### src/rtl/spell_gpio_pkg.sv
// Shared constants for the SPELL GPIO bank: register offsets and bus defaults.
package spell_gpio_pkg;

  localparam int unsigned PORT_W        = 8;
  localparam int unsigned REGS_PER_PORT = 4;
  localparam int unsigned MAX_PORTS     = 8;

  // Per-port register offsets, relative to BASE_ADDR + 4*i
  localparam logic [1:0] OFF_PIN   = 2'd0;
  localparam logic [1:0] OFF_DDR   = 2'd1;
  localparam logic [1:0] OFF_PORT  = 2'd2;
  localparam logic [1:0] OFF_PCMSK = 2'd3;

  // Global register offsets, relative to BASE_ADDR + 4*NUM_PORTS
  localparam logic [1:0] OFF_PCICR = 2'd0;
  localparam logic [1:0] OFF_PCIFR = 2'd1;

  // Read value returned for addresses outside the bank
  localparam logic [PORT_W-1:0] UNMAPPED_RD = 8'hFF;

endpackage

### src/rtl/spell_gpio_port.sv
// One 8-bit GPIO port: pad synchroniser, change history, DDR/PORT/PCMSK registers.
module spell_gpio_port
  import spell_gpio_pkg::*;
(
  input  logic              clk,
  input  logic              rst_n,
  input  logic [PORT_W-1:0] i_pad,
  input  logic [PORT_W-1:0] i_wdata,
  input  logic              i_wr_ddr,
  input  logic              i_wr_port,
  input  logic              i_wr_pcmsk,
  input  logic              i_tgl_pin,
  output logic [PORT_W-1:0] o_pin,
  output logic [PORT_W-1:0] o_ddr,
  output logic [PORT_W-1:0] o_port,
  output logic [PORT_W-1:0] o_pcmsk,
  output logic              o_chg_c
);

  logic [PORT_W-1:0] r_sync1;
  logic [PORT_W-1:0] r_sync2;
  logic [PORT_W-1:0] r_hist;
  logic [PORT_W-1:0] r_ddr;
  logic [PORT_W-1:0] r_port;
  logic [PORT_W-1:0] r_pcmsk;

  // Two-flop pad synchroniser plus one stage of history for edge detection
  always_ff @(posedge clk) begin
    if (!rst_n) begin
      r_sync1 <= '0;
      r_sync2 <= '0;
      r_hist  <= '0;
    end else begin
      r_sync1 <= i_pad;
      r_sync2 <= r_sync1;
      r_hist  <= r_sync2;
    end
  end

  // Control registers; a PIN write toggles PORT bits instead of loading them
  always_ff @(posedge clk) begin
    if (!rst_n) begin
      r_ddr   <= '0;
      r_port  <= '0;
      r_pcmsk <= '0;
    end else begin
      if (i_wr_ddr) begin
        r_ddr <= i_wdata;
      end
      if (i_wr_port) begin
        r_port <= i_wdata;
      end else if (i_tgl_pin) begin
        r_port <= r_port ^ i_wdata;
      end
      if (i_wr_pcmsk) begin
        r_pcmsk <= i_wdata;
      end
    end
  end

  assign o_pin   = r_sync2;
  assign o_ddr   = r_ddr;
  assign o_port  = r_port;
  assign o_pcmsk = r_pcmsk;
  assign o_chg_c = |((r_sync2 ^ r_hist) & r_pcmsk);

endmodule

### src/rtl/spell_gpio_bank.sv
// SPELL data-memory-bus GPIO bank: NUM_PORTS ports, pin-change flags and irq.
module spell_gpio_bank
  import spell_gpio_pkg::*;
#(
  parameter int unsigned NUM_PORTS = 2,
  parameter logic [7:0]  BASE_ADDR = 8'h30
) (
  input  logic                          clk,
  input  logic                          rst_n,
  input  logic                          select,
  input  logic [7:0]                    addr,
  input  logic [PORT_W-1:0]             data_in,
  input  logic                          write,
  output logic [PORT_W-1:0]             data_out,
  output logic                          data_ready,
  input  logic [PORT_W*NUM_PORTS-1:0]   port_in,
  output logic [PORT_W*NUM_PORTS-1:0]   port_out,
  output logic [PORT_W*NUM_PORTS-1:0]   port_oe,
  output logic                          irq
);

  localparam int unsigned NUM_PORT_REGS = REGS_PER_PORT * NUM_PORTS;

  if (NUM_PORTS < 1 || NUM_PORTS > MAX_PORTS) begin : g_bad_num_ports
    $error("spell_gpio_bank: NUM_PORTS out of range 1..8");
  end
  if ((int'(BASE_ADDR) + int'(NUM_PORT_REGS) + 1) > 255) begin : g_bad_base
    $error("spell_gpio_bank: register window exceeds address space");
  end

  logic [8:0]           w_off;
  logic [2:0]           w_idx;
  logic [1:0]           w_reg;
  logic                 w_in_port;
  logic                 w_in_glb;
  logic                 w_wr;
  logic                 w_pcicr_we;
  logic                 w_pcifr_we;
  logic [NUM_PORTS-1:0] w_pcifr_clr;
  logic [NUM_PORTS-1:0] w_chg;
  logic [PORT_W-1:0]    w_rd_data;
  logic [PORT_W-1:0]    w_pin   [NUM_PORTS];
  logic [PORT_W-1:0]    w_ddr   [NUM_PORTS];
  logic [PORT_W-1:0]    w_port  [NUM_PORTS];
  logic [PORT_W-1:0]    w_pcmsk [NUM_PORTS];

  logic                 r_past_wr;
  logic [NUM_PORTS-1:0] r_pcicr;
  logic [NUM_PORTS-1:0] r_pcifr;
  logic                 r_irq;
  logic [PORT_W-1:0]    r_data_out;
  logic                 r_data_ready;

  // Address decode; 9-bit subtraction makes addresses below the base fall out of range
  assign w_off      = {1'b0, addr} - {1'b0, BASE_ADDR};
  assign w_idx      = w_off[4:2];
  assign w_reg      = w_off[1:0];
  assign w_in_port  = (w_off < 9'(NUM_PORT_REGS));
  assign w_in_glb   = (w_off == 9'(NUM_PORT_REGS)) || (w_off == 9'(NUM_PORT_REGS + 1));
  assign w_wr       = select && write;
  assign w_pcicr_we = w_wr && w_in_glb && (w_reg == OFF_PCICR);
  assign w_pcifr_we = w_wr && w_in_glb && (w_reg == OFF_PCIFR);
  assign w_pcifr_clr = w_pcifr_we ? data_in[NUM_PORTS-1:0] : '0;

  for (genvar i = 0; i < NUM_PORTS; i++) begin : g_port
    logic w_hit;
    assign w_hit = w_wr && w_in_port && (w_idx == 3'(i));

    spell_gpio_port u_port (
      .clk        (clk),
      .rst_n      (rst_n),
      .i_pad      (port_in[PORT_W*i +: PORT_W]),
      .i_wdata    (data_in),
      .i_wr_ddr   (w_hit && (w_reg == OFF_DDR)),
      .i_wr_port  (w_hit && (w_reg == OFF_PORT)),
      .i_wr_pcmsk (w_hit && (w_reg == OFF_PCMSK)),
      .i_tgl_pin  (w_hit && (w_reg == OFF_PIN) && !r_past_wr),
      .o_pin      (w_pin[i]),
      .o_ddr      (w_ddr[i]),
      .o_port     (w_port[i]),
      .o_pcmsk    (w_pcmsk[i]),
      .o_chg_c    (w_chg[i])
    );

    assign port_out[PORT_W*i +: PORT_W] = w_port[i];
    assign port_oe[PORT_W*i +: PORT_W]  = w_ddr[i];
  end

  // Read data mux over the addressed register
  always_comb begin
    w_rd_data = UNMAPPED_RD;
    if (w_in_port) begin
      for (int unsigned i = 0; i < NUM_PORTS; i++) begin
        if (w_idx == 3'(i)) begin
          case (w_reg)
            OFF_PIN:   w_rd_data = w_pin[i];
            OFF_DDR:   w_rd_data = w_ddr[i];
            OFF_PORT:  w_rd_data = w_port[i];
            OFF_PCMSK: w_rd_data = w_pcmsk[i];
            default:   w_rd_data = UNMAPPED_RD;
          endcase
        end
      end
    end else if (w_in_glb) begin
      w_rd_data = (w_reg == OFF_PCIFR) ? PORT_W'(r_pcifr) : PORT_W'(r_pcicr);
    end
  end

  // Bus response and write-burst tracking for the once-per-burst PIN toggle
  always_ff @(posedge clk) begin
    if (!rst_n) begin
      r_data_ready <= 1'b0;
      r_data_out   <= '0;
      r_past_wr    <= 1'b0;
    end else begin
      r_data_ready <= select;
      r_data_out   <= (select && !write) ? w_rd_data : '0;
      r_past_wr    <= w_wr;
    end
  end

  // Pin-change enable/flags; a new change wins over a same-cycle clear
  always_ff @(posedge clk) begin
    if (!rst_n) begin
      r_pcicr <= '0;
      r_pcifr <= '0;
      r_irq   <= 1'b0;
    end else begin
      if (w_pcicr_we) begin
        r_pcicr <= data_in[NUM_PORTS-1:0];
      end
      r_pcifr <= (r_pcifr & ~w_pcifr_clr) | (w_chg & r_pcicr);
      r_irq   <= |(r_pcifr & r_pcicr);
    end
  end

  assign data_out   = r_data_out;
  assign data_ready = r_data_ready;
  assign irq        = r_irq;

endmodule

### config.mk
export PLATFORM = sky130hd
export DESIGN_NAME = spell_gpio_bank
export DESIGN_NICKNAME = d
export VERILOG_FILES = /design/src/rtl/spell_gpio_pkg.sv /design/src/rtl/spell_gpio_port.sv /design/src/rtl/spell_gpio_bank.sv
export SDC_FILE = /design/constraint.sdc
export NUM_CORES = 1
export LEC_CHECK = 0
export ABC_AREA = 1
export CELL_PAD_IN_SITES_DETAIL_PLACEMENT = 0
export CELL_PAD_IN_SITES_GLOBAL_PLACEMENT = 1
export CORE_ASPECT_RATIO = 1.5
export CORE_MARGIN = 2
export CORE_UTILIZATION = 35
export DETAILED_ROUTE_END_ITERATION = 6
export PLACE_DENSITY = 0.78
export SLEW_MARGIN = 25
export SYNTH_ARGS = -nofsm -noshare
export SYNTH_HDL_FRONTEND = slang
export SYNTH_HIERARCHICAL = 1
export SYNTH_SLANG_ARGS = --single-unit
### constraint.sdc
create_clock -name clk -period 3.65 [get_ports clk]
set_input_delay 0.5475 -clock clk [delete_from_list [all_inputs] [get_ports clk]]
set_output_delay 0.5475 -clock clk [all_outputs]
set_load 0.01 [all_outputs]
==> metrics.cfg <==
[grt]
grt_max_degree = 61
met3_usage_pct = 3.330
grt.total_usage_pct = 18.37
antenna_found_initial = 0
use_met2_pct = 32.67
use_met1_pct = 21.56
grt_overflow = 0
grt-busiest-layer = met2
grt_pass1_vias = 4186
grt_pass1_wl_mm = 21.12

[floorplan]
core-area_um2 = 13400
chipHeight_um = 147.3
die_area_um2 = 14660
ios = 78
die_width_um = 99.52
start_util_pct = 35.74
num_rows = 52

[clocking]
cts_resized = 0
clock_path_buffers = 2
hold_buffers = 0
htreeDepth = 3
cts_tree = built
numClockSinks = 111
clock-root-buffer = clkbuf_16
clk_pin_slew_worst_paths_ns = 0.07
insertion_delay_ns = 0.35
cts-buffers-inserted = 9
cts_setup_buffers = 0

[place]
place_congestion = 0.8584
hpwl_mm = 9.640
port-buffer-count = 77
dp_slack_ns = 0.7902

[drt]
antenna_left = 0
remaining_drc_errors = 0
wl_mm = 13.06
drt_pass1_iterations = 5
wl_per_cell_um = 14.12
num_vias = 4401
post_drt_via_cell_ratio = 4.758
drt-initial-drc-count = 239

[timing]
worst_slew_pin_slew_ns = 0.6038
clock-skew-final_ns = 0.007800
relSlewSlack_pct = 59.74
max_freq_mhz = 402.1
finalCritPeriodShare_pct = 68.14
setup_viol_count_final = 0
rsz0062_at_grt = false
fin_tns_setup_ns = 0
drv_slew = 0
hold_viol_final = 0
setup_ws_ns = 1.163
layout_min_cycle_time_ns = 2.487

[critical_path]
start_kind = primary input
r2r-start = r_past_wr$_SDFF_PN0_
timing.critical_path.fanout_max = 10
path_class = primary input to flop
worstPathRequired_ns = 3.89
cp-startpoint = addr[4]
cp.arrival_ns = 2.72
worst_setup_path_end_kind = flop

[logic_synthesis]
avgSynthCellArea_um2 = 7.023
synth_xor_area_share_pct = 0
synthMuxAreaShare_pct = 0
synth_cell_type_count = 25
netlist.area_leader.share_pct = 46.39
synth_top_cell_by_area = dfxtp_1
syn_inst = 682
seq_area_frac_synth_pct = 46.39
ys_ff_latch = 111
synth_top_family_by_area = simple AND/OR/NAND/NOR gates
synthSimpleGateAreaFrac_pct = 29.55
synth_area_um2 = 4790
synth_compound_area_share_pct = 10.61
yosys.area_share.adder_pct = 0.5225
yosys_warnings = 6
synth_nets = 720
synthTopCellsByArea = dfxtp_1, nand2_1, inv_1

[final_layout]
n_antenna_cell = 0
fin_util_pct = 44.31
drive_above_1_share_pct = 5.111
synthToLayoutAreaGrowth_pct = 24.01
multi_input_area_um2 = 1948
layout.nets = 796
fillers = 1389
seq_area_um2 = 2222

[worst_hold_path]
hold_class = flop to flop
min-delay-start = g_port[1].u_port/r_sync1[4]$_SDFF_PN0_

[power_and_ir_drop]
max-vdd-ir-drop_uv = 277.1
p_leak_nw = 2.786
powerDensity_nw_per_um2 = 404.0

[flow_run]
maxCapViolCount = 0

[run_status]
status = finished clean

cells in the final DEF, fill, tap and decap left out, drive strengths merged:
| cell type | Yosys | routed |
|---|---|---|
| o21ai | 41 | 41 |
| clkdlybuf4s50 | 0 | 76 |
| dfxtp | 111 | 111 |
| bufinv | 0 | 1 |
| ha | 2 | 2 |
| clkinv | 2 | 3 |
| nand3 | 40 | 40 |
| o211ai | 1 | 1 |
| clkinvlp | 0 | 1 |
| nor2 | 61 | 61 |
| inv | 115 | 115 |
| nand2 | 203 | 203 |
| a21oi | 59 | 59 |
| nand4 | 17 | 17 |
| clkbuf | 4 | 13 |
| or2 | 1 | 1 |
| nand3b | 1 | 1 |
| buf | 17 | 10 |
| and2 | 7 | 7 |
cells in the mapped netlist (all sizes together):
| library cell | n |
|---|---|
| a21oi | 59 |
| and2 | 7 |
| buf | 17 |
| clkbuf | 4 |
| clkinv | 2 |
| dfxtp | 111 |
| ha | 2 |
| inv | 115 |
| nand2 | 203 |
| nand3 | 40 |
| nand3b | 1 |
| nand4 | 17 |
| nor2 | 61 |
| o211ai | 1 |
| o21ai | 41 |
| or2 | 1 |
power by group:
| part | internal (mW) | switching [mW] |
|---|---|---|
| clock | 0.551 | 0.429 |
| sequential | 1.24 | 0.0132 |
| combinational | 0.0705 | 0.0989 |
worst max-delay path: stages:
cell	delay (ns)
clkdlybuf4s50_1	0.48
ha_1	0.32
nor2_1	0.10
nand2_1	0.06
nor2_2	0.27
nand3_1	0.20
nor2_1	0.28
nor2_4	0.12
nor2_1	0.17
nand3_2	0.07
nand2_1	0.06
nor2_1	0.04
registers in the layout, summed over array words and instances (netlist names):
| register | cells |
|---|---|
| g_port.u_port/o_pcmsk | 16 |
| g_port.u_port/r_sync1 | 16 |
| irq | 1 |
| g_port.u_port/o_ddr | 16 |
| r_pcifr | 2 |
| data_out | 8 |
| g_port.u_port/o_port | 16 |
| data_ready | 1 |
| r_pcicr | 2 |
| g_port.u_port/o_pin | 16 |
| r_past_wr | 1 |
| g_port.u_port/r_hist | 16 |
path summary, 6_finish.rpt:
check | endpoint | slack (ns) | cells past startpoint
min | g_port[1].u_port/o_pin[4]$_SDFF_PN0_ | 0.41 | 2
max reg2reg | g_port[1].u_port/o_port[0]$_SDFFE_PN0P_ | 2.37 | 7
max | g_port[0].u_port/o_port[5]$_SDFFE_PN0P_ | 1.16 | 12
min reg2reg | g_port[1].u_port/o_pin[4]$_SDFF_PN0_ | 0.41 | 2
kinds of logic (layout without fill, tap and decap cells):
kind of cell | count (synthesis) | count (layout)
buffers and inverters | 138 | 219
flip-flops | 111 | 111
AO/OA/AOI/OAI | 101 | 101
AND/OR/NAND/NOR | 330 | 330
adder cells (fa/ha/maj) | 2 | 2
layer usage:
layer / up-vias / wire, um
met5: - / 0
met4: 0 / 329
li1: 2257 / -
met3: 19 / 497
met1: 2038 / 5352
met2: 87 / 6877
final cells by class:
| class | count | area share [%] |
|---|---|---|
| tap | 162 | 3.413 |
| multi-input combinational | 433 | 32.80 |
| clock inverter | 3 | 0.7162 |
| timing repair buffer | 86 | 14.03 |
| inverter | 117 | 7.415 |
| sequential | 111 | 37.41 |
| clock buffer | 13 | 4.213 |
metrics by stage:
stage | power (mW) | instances | cell area (um2) | hold WS, ns
after floorplan | 1.368 | 682 | 4790 | 0.3905
after global placement | 1.446 | 909 | 5647 | 0.3943
after detailed placement | 1.448 | 909 | 5647 | 0.4014
after CTS | 2.425 | 925 | 5939 | 0.4194
after global routing | 2.494 | 925 | 5939 | 0.4358
final | 2.399 | 925 | 5939 | 0.4147
No activity file was read; power rests on OpenSTA's default activity.
